==> config.mk <==
export PLATFORM = sky130hd
export DESIGN_NAME = snake_game_ctrl
export DESIGN_NICKNAME = d
export VERILOG_FILES = /design/src/rtl/snake_game_ctrl.sv
export SDC_FILE = /design/constraint.sdc
export NUM_CORES = 1
export LEC_CHECK = 0
export CORE_ASPECT_RATIO = 1.75
export CORE_UTILIZATION = 55
export CTS_CLUSTER_DIAMETER = 50
export DETAILED_ROUTE_END_ITERATION = 10
export PLACE_DENSITY = 0.91
export SLEW_MARGIN = 20
export SYNTH_ARGS = -nofsm -noshare
export SYNTH_HDL_FRONTEND = slang
export SYNTH_SLANG_ARGS = --single-unit
==> constraint.sdc <==
create_clock -name clk -period 6.1 [get_ports clk]
set_input_delay 0.61 -clock clk [delete_from_list [all_inputs] [get_ports clk]]
set_output_delay 0.61 -clock clk [all_outputs]
set_load 0.01 [all_outputs]
==> src/rtl/snake_game_ctrl.sv <==
// Snake game controller: game FSM, move timing, scoring, lives and level tracking.
// Optional pause support is compiled in when SNAKE_PAUSE_EN is defined.
module snake_game_ctrl #(
    parameter int SCORE_W          = 8,
    parameter int LIVES            = 3,
    parameter int START_PERIOD     = 30,
    parameter int MIN_PERIOD       = 4,
    parameter int PERIOD_STEP      = 2,
    parameter int APPLES_PER_LEVEL = 5,
    parameter int MAX_LEVEL        = 15,
    parameter int DYING_FRAMES     = 60,
    parameter int GAME_OVER_FRAMES = 120
) (
    input  logic               clk,
    input  logic               reset,
    input  logic               frame_tick,
    input  logic               up,
    input  logic               down,
    input  logic               left,
    input  logic               right,
    input  logic               pause,
    input  logic [1:0]         collision_state,
    output logic [2:0]         game_state,
    output logic               move_tick,
    output logic               apple_trigger,
    output logic               respawn,
    output logic [SCORE_W-1:0] score,
    output logic [SCORE_W-1:0] high_score,
    output logic [2:0]         lives,
    output logic [3:0]         level
);

    localparam logic [2:0] S_IDLE  = 3'b000;
    localparam logic [2:0] S_PLAY  = 3'b001;
    localparam logic [2:0] S_PAUSE = 3'b010;
    localparam logic [2:0] S_DYING = 3'b011;
    localparam logic [2:0] S_OVER  = 3'b111;

    localparam int FC_MAX = (START_PERIOD > MIN_PERIOD) ? START_PERIOD : MIN_PERIOD;
    localparam int FC_W   = $clog2(FC_MAX + 1);
    localparam int ST_MAX = (DYING_FRAMES > GAME_OVER_FRAMES) ? DYING_FRAMES : GAME_OVER_FRAMES;
    localparam int ST_W   = $clog2(ST_MAX + 1);
    localparam int AC_W   = $clog2(APPLES_PER_LEVEL + 1);

    logic [2:0]      state;
    logic [FC_W-1:0] frame_cnt;
    logic [FC_W-1:0] period_m1;
    logic [ST_W-1:0] state_cnt;
    logic [AC_W-1:0] apple_cnt;
    logic            apple_prev;
    logic            any_btn;
    logic            in_play;
    logic            collide;
    logic            apple_evt;
    logic            pause_rise;
    int              period;

    // Signed arithmetic keeps the subtraction from wrapping at high levels.
    always_comb begin
        period = START_PERIOD - int'(level) * PERIOD_STEP;
        if (period < MIN_PERIOD)
            period = MIN_PERIOD;
        period_m1 = FC_W'(period - 1);
    end

    assign game_state = state;
    assign any_btn    = up | down | left | right;
    assign in_play    = (state == S_PLAY);
    // The 2-bit encoding makes collision and apple mutually exclusive in one cycle;
    // collision is still tested first so it always takes priority.
    assign collide    = in_play && (collision_state == 2'b01);
    assign apple_evt  = in_play && (collision_state == 2'b10) && !apple_prev;
    // >= rather than == so a period that shrinks below the current count still fires.
    assign move_tick  = in_play && frame_tick && (frame_cnt >= period_m1);

`ifdef SNAKE_PAUSE_EN
    logic pause_prev;
    assign pause_rise = pause & ~pause_prev;

    always_ff @(posedge clk or posedge reset) begin
        if (reset)
            pause_prev <= 1'b0;
        else
            pause_prev <= pause;
    end
`else
    logic unused_pause;
    assign unused_pause = pause;
    assign pause_rise   = 1'b0;
`endif

    always_ff @(posedge clk or posedge reset) begin
        if (reset) begin
            state         <= S_IDLE;
            frame_cnt     <= '0;
            state_cnt     <= '0;
            apple_cnt     <= '0;
            apple_prev    <= 1'b0;
            score         <= '0;
            high_score    <= '0;
            level         <= '0;
            lives         <= 3'(LIVES);
            apple_trigger <= 1'b0;
            respawn       <= 1'b0;
        end else begin
            apple_trigger <= 1'b0;
            respawn       <= 1'b0;
            apple_prev    <= (collision_state == 2'b10);
            case (state)
                S_IDLE: begin
                    if (any_btn) begin
                        state     <= S_PLAY;
                        score     <= '0;
                        level     <= '0;
                        apple_cnt <= '0;
                        frame_cnt <= '0;
                        state_cnt <= '0;
                        lives     <= 3'(LIVES);
                    end
                end
                S_PLAY: begin
                    if (collide) begin
                        lives     <= lives - 3'd1;
                        state_cnt <= '0;
                        if (lives == 3'd1) begin
                            state <= S_OVER;
                            if (score > high_score)
                                high_score <= score;
                        end else begin
                            state <= S_DYING;
                        end
                    end else begin
                        if (apple_evt) begin
                            apple_trigger <= 1'b1;
                            if (score != {SCORE_W{1'b1}})
                                score <= score + 1'b1;
                            if (apple_cnt == AC_W'(APPLES_PER_LEVEL - 1)) begin
                                apple_cnt <= '0;
                                if (level != 4'(MAX_LEVEL))
                                    level <= level + 4'd1;
                            end else begin
                                apple_cnt <= apple_cnt + 1'b1;
                            end
                        end
                        if (frame_tick)
                            frame_cnt <= move_tick ? '0 : frame_cnt + 1'b1;
                        if (pause_rise)
                            state <= S_PAUSE;
                    end
                end
`ifdef SNAKE_PAUSE_EN
                S_PAUSE: begin
                    if (pause_rise)
                        state <= S_PLAY;
                end
`endif
                S_DYING: begin
                    if (frame_tick) begin
                        if (state_cnt == ST_W'(DYING_FRAMES - 1)) begin
                            state     <= S_PLAY;
                            respawn   <= 1'b1;
                            frame_cnt <= '0;
                            state_cnt <= '0;
                        end else begin
                            state_cnt <= state_cnt + 1'b1;
                        end
                    end
                end
                S_OVER: begin
                    if (frame_tick) begin
                        if (state_cnt == ST_W'(GAME_OVER_FRAMES - 1)) begin
                            state     <= S_IDLE;
                            state_cnt <= '0;
                        end else begin
                            state_cnt <= state_cnt + 1'b1;
                        end
                    end
                end
                default: state <= S_IDLE;
            endcase
        end
    end

endmodule

==> impl_metrics.prom <==
# TYPE chip_impl_metric gauge
chip_impl_metric{name="post-route-min-period",unit="ns"} 3.38
chip_impl_metric{name="post_cts_hold_buffer_count",unit=""} 0
chip_impl_metric{name="report.final.setup_viol",unit=""} 0
chip_impl_metric{name="layoutNonFillerInstCount",unit=""} 368
chip_impl_info{name="setup.worst_path.class",value="register to output port"} 1
chip_impl_metric{name="post-cts-setup-buffer-count",unit=""} 0
chip_impl_metric{name="fp.dieH",unit="um"} 94.0
chip_impl_metric{name="cts_repair_resizes",unit=""} 0
chip_impl_metric{name="width_of_the_die",unit="um"} 54.6
chip_impl_metric{name="final_nets",unit=""} 346
chip_impl_metric{name="number_of_synthesis_warnings",unit=""} 0
chip_impl_metric{name="postRouteAntennaNets",unit=""} 0
chip_impl_metric{name="vdd_ir_drop_max",unit="uV"} 224
chip_impl_metric{name="p_int",unit="W"} 0.000582
chip_impl_info{name="synth_top_cell_by_area",value="sky130_fd_sc_hd__dfrtp_1"} 1
chip_impl_info{name="critical_path_launch_point_type",value="register"} 1
chip_impl_metric{name="via_count_of_the_first_global_routing_pass",unit=""} 2240
chip_impl_metric{name="clk_pin_slew",unit="ns"} 0.08
chip_impl_metric{name="pwr-share-seq",unit="%"} 43.4
chip_impl_metric{name="synthToLayoutAreaGrowth",unit="%"} 18.7
chip_impl_metric{name="finalPower",unit="W"} 0.000927
chip_impl_metric{name="power_leakage",unit="nW"} 1.38
chip_impl_metric{name="drt_first_pass_iters",unit=""} 4
chip_impl_metric{name="cp.arrival",unit="ns"} 2.77
chip_impl_metric{name="hpwl",unit="um"} 4410
chip_impl_metric{name="drt_wl_total",unit="um"} 5910
chip_impl_metric{name="vias_per_cell",unit=""} 6.15
chip_impl_metric{name="drt_first_iter_violations",unit=""} 52
chip_impl_metric{name="p_sw_share",unit="%"} 37.2
chip_impl_info{name="post-synth-top-count-cell",value="sky130_fd_sc_hd__dfrtp_1"} 1
chip_impl_metric{name="core_area",unit="um2"} 4670
chip_impl_info{name="crit_top_cell",value="sky130_fd_sc_hd__ha_1"} 1
chip_impl_metric{name="grt_start_max_net_pins",unit=""} 45
chip_impl_metric{name="post-route-util",unit="%"} 67.7
chip_impl_metric{name="worst-path-buf-inv",unit=""} 2
chip_impl_info{name="status",value="completed"} 1
chip_impl_metric{name="filler_cell_count",unit=""} 371
chip_impl_info{name="synth.top_cells.by_area",value="sky130_fd_sc_hd__dfrtp_1 39%, sky130_fd_sc_hd__ha_1 9.9%, sky130_fd_sc_hd__o21ai_0 3.8%"} 1
chip_impl_info{name="path_cells",value="a31oi_1 > inv_1 > ha_1 > xor2_1 > ha_1 > o21ai_0 > o21bai_1 > a21oi_1 > nor3_1 > clkdlybuf4s50_1"} 1
chip_impl_metric{name="fraction_of_post_synthesis_cell_area_in_the_top_cell_type_by_area",unit="%"} 39.5
chip_impl_metric{name="antennaDiodeCount",unit=""} 0
chip_impl_metric{name="cts_max_level",unit=""} 2
chip_impl_metric{name="worstMarginPinSlew",unit="ns"} 0.900
chip_impl_metric{name="avgSynthCellArea",unit="um2"} 9.61
chip_impl_metric{name="seqCellArea",unit="um2"} 1100
chip_impl_metric{name="synth_enable_flop_cells",unit=""} 0
chip_impl_info{name="hp-class",value="register to register"} 1
chip_impl_metric{name="place.detailed.instances",unit=""} 360
chip_impl_metric{name="multiInputGateArea",unit="um2"} 1440
chip_impl_metric{name="post_detailed_route_drc_marker_count",unit=""} 0
chip_impl_metric{name="clk_path_buf_depth",unit=""} 2
chip_impl_metric{name="period_share",unit="%"} 55.4
chip_impl_info{name="rsz0062_at_grt",value="false"} 1
chip_impl_metric{name="share_comb_of_total_power",unit="%"} 34.9
chip_impl_metric{name="worst_slew_margin_rel",unit="%"} 39.8
chip_impl_metric{name="floorplan.io_pins",unit=""} 39
chip_impl_metric{name="critPathMaxStageDelay",unit="ns"} 0.58
chip_impl_metric{name="number_of_distinct_standard_cells_referenced_by_the_synthesized_netlist",unit=""} 60
chip_impl_metric{name="num_vias",unit=""} 2262
chip_impl_info{name="top_reg_cell_synth",value="sky130_fd_sc_hd__dfrtp_1"} 1
chip_impl_metric{name="layout-drive-gt1-share",unit="%"} 6.96
chip_impl_metric{name="start_util",unit="%"} 57.1
chip_impl_metric{name="antenna_found_initial",unit=""} 0
chip_impl_info{name="critical_path.slowest_cell",value="sky130_fd_sc_hd__clkdlybuf4s50_1"} 1
chip_impl_metric{name="asyncSetResetFlopFracSynth",unit="%"} 100
chip_impl_metric{name="final.setup.tns",unit="ns"} 0
chip_impl_metric{name="timing.critical_path.fanout_max",unit=""} 9
chip_impl_metric{name="ys_ff_latch",unit=""} 44
chip_impl_metric{name="cts_buffers",unit=""} 5
chip_impl_metric{name="numClockSinks",unit=""} 44
chip_impl_metric{name="port_buffers",unit=""} 37
chip_impl_metric{name="insertion_delay_to_the_later_sink_of_the_worst_skew_pair",unit="ns"} 0.29
chip_impl_info{name="worstSetupEndpointType",value="output port"} 1
chip_impl_info{name="yosys-top-cells-count",value="42 x sky130_fd_sc_hd__dfrtp_1, 26 x sky130_fd_sc_hd__nand2_1, 21 x sky130_fd_sc_hd__ha_1, 20 x sky130_fd_sc_hd__inv_1, 20 x sky130_fd_sc_hd__o21ai_0"} 1
chip_impl_metric{name="synth.net_count",unit=""} 308
chip_impl_metric{name="drv_slew",unit=""} 0
chip_impl_metric{name="count_of_maximum_capacitance_violations",unit=""} 0
chip_impl_metric{name="final_wtd_congestion",unit=""} 0.860
chip_impl_metric{name="avgRoutedWirePerCell",unit="um"} 16.1
chip_impl_metric{name="netlist_area_pre_place",unit="um2"} 2660
chip_impl_metric{name="power.clock.fraction",unit="%"} 21.7
chip_impl_metric{name="num_rows",unit=""} 33
chip_impl_metric{name="grt_overflow",unit=""} 0
chip_impl_metric{name="hold_violations",unit=""} 0
chip_impl_metric{name="power.density_cell_area",unit="nW/um2"} 293
chip_impl_metric{name="net-switching-power",unit="W"} 0.000345
chip_impl_info{name="tritoncts",value="built"} 1
chip_impl_metric{name="global_routing_usage_summed_across_all_routing_layers",unit="%"} 26.4
chip_impl_metric{name="fmax",unit="MHz"} 296
chip_impl_metric{name="synth.yosys.seq_area_share",unit="%"} 41.4
chip_impl_metric{name="required",unit="ns"} 5.49
chip_impl_metric{name="design.die.area",unit="um2"} 5130
chip_impl_metric{name="postSynthCellCount",unit=""} 277
chip_impl_metric{name="fin_area",unit="um2"} 3160
chip_impl_metric{name="dpl_cell_area",unit="um2"} 3060
chip_impl_metric{name="grt_first_pass_wirelength",unit="um"} 9980
chip_impl_info{name="clockRootBuffer",value="sky130_fd_sc_hd__clkbuf_8"} 1
chip_impl_info{name="worst_path_dominant_cell_family",value="buffers and inverters"} 1
chip_impl_metric{name="skew",unit="ns"} 0.00675
through the flow:
step	setup WS [ns]	hold slack, ns
2_1_floorplan	3.54	0.450
3_3_place_gp	3.07	0.470
3_5_place_dp	3.09	0.486
4_1_cts	2.73	0.496
5_1_grt	2.53	0.530
6_report	2.72	0.496
power by group through the flow:
stage	Combinational, W	Sequential (W)	Clock, W
after floorplan	0.000228	0.000395	0
after CTS	0.000324	0.000402	0.000204
after detailed placement	0.000320	0.000406	0
after global placement	0.000305	0.000403	0
final	0.000324	0.000402	0.000201
after global routing	0.000368	0.000412	0.000214
kinds of logic (layout without fill, tap and decap cells):
group,after synthesis,count (layout),share of synthesized area [%]
buf+inv,27,66,4.51
fa+ha+maj,21,21,9.87
mux,9,9,3.76
simple gates,95,95,19.7
compound gates,78,78,19.7
xor+xnor,3,3,0.987
flops,44,44,41.4
worst paths after layout:
check                                     startpoint                         to  slack, ns  cells after the start
setup / recovery                level[2]$_DFFE_PP0P_                  move_tick       2.72                     10
hold / removal              apple_cnt[2]$_DFFE_PP0P_   apple_cnt[2]$_DFFE_PP0P_       0.50                      1
setup reg to reg           game_state[0]$_DFFE_PP0P_  high_score[5]$_DFFE_PP0P_       3.37                      5
hold reg to reg             apple_cnt[2]$_DFFE_PP0P_   apple_cnt[2]$_DFFE_PP0P_       0.50                      1
max in group asynchronous                      reset       lives[1]$_DFFE_PP1P_       4.96                      3
min in group asynchronous                      reset       score[0]$_DFFE_PP0P_       0.75                      3
sequential cells by signal (all words and copies together) (netlist names):
register and count:
score 8, apple_trigger 1, state_cnt 7, apple_cnt 3, level 4, lives 3, respawn 1, game_state 3
frame_cnt 5, apple_prev 1, high_score 8
routing by layer:
metal,up-vias,wire length (um),track usage [%]
met1,1100,2270,28.9
met2,56,3370,47.6
met5,-,0,0
met4,0,146,10.0
li1,1092,-,-
met3,14,128,4.21
area by class of cell:
cell class,count,area share (%)
multi-input combinational,206,45.5
inverter,20,2.38
sequential,44,34.9
tap,52,2.06
timing repair buffer,38,12.0
clock buffer,8,3.17
layout by cell type (no fill, tap or decap), drive strengths merged, types with 2 or more instances in the layout:
cell,instances
dfrtp,42
clkdlybuf4s50,37
nand2,26
o21ai,24
ha,21
inv,19
a21oi,16
nor2,15
nand3,15
nor3,8
clkbuf,8
mux2,8
nand2b,5
o211ai,4
a22o,4
nand4,4
o31ai,3
nor2b,3
or3,3
o22ai,3
xor2,3
a21o,3
o41ai,3
nor4,3
a31oi,2
nand3b,2
a2111oi,2
a211oi,2
a41oi,2
a21boi,2
o21a,2
dfstp,2
or2,2
or4b,2
and2,2
Power figures use the tool's default switching activity.
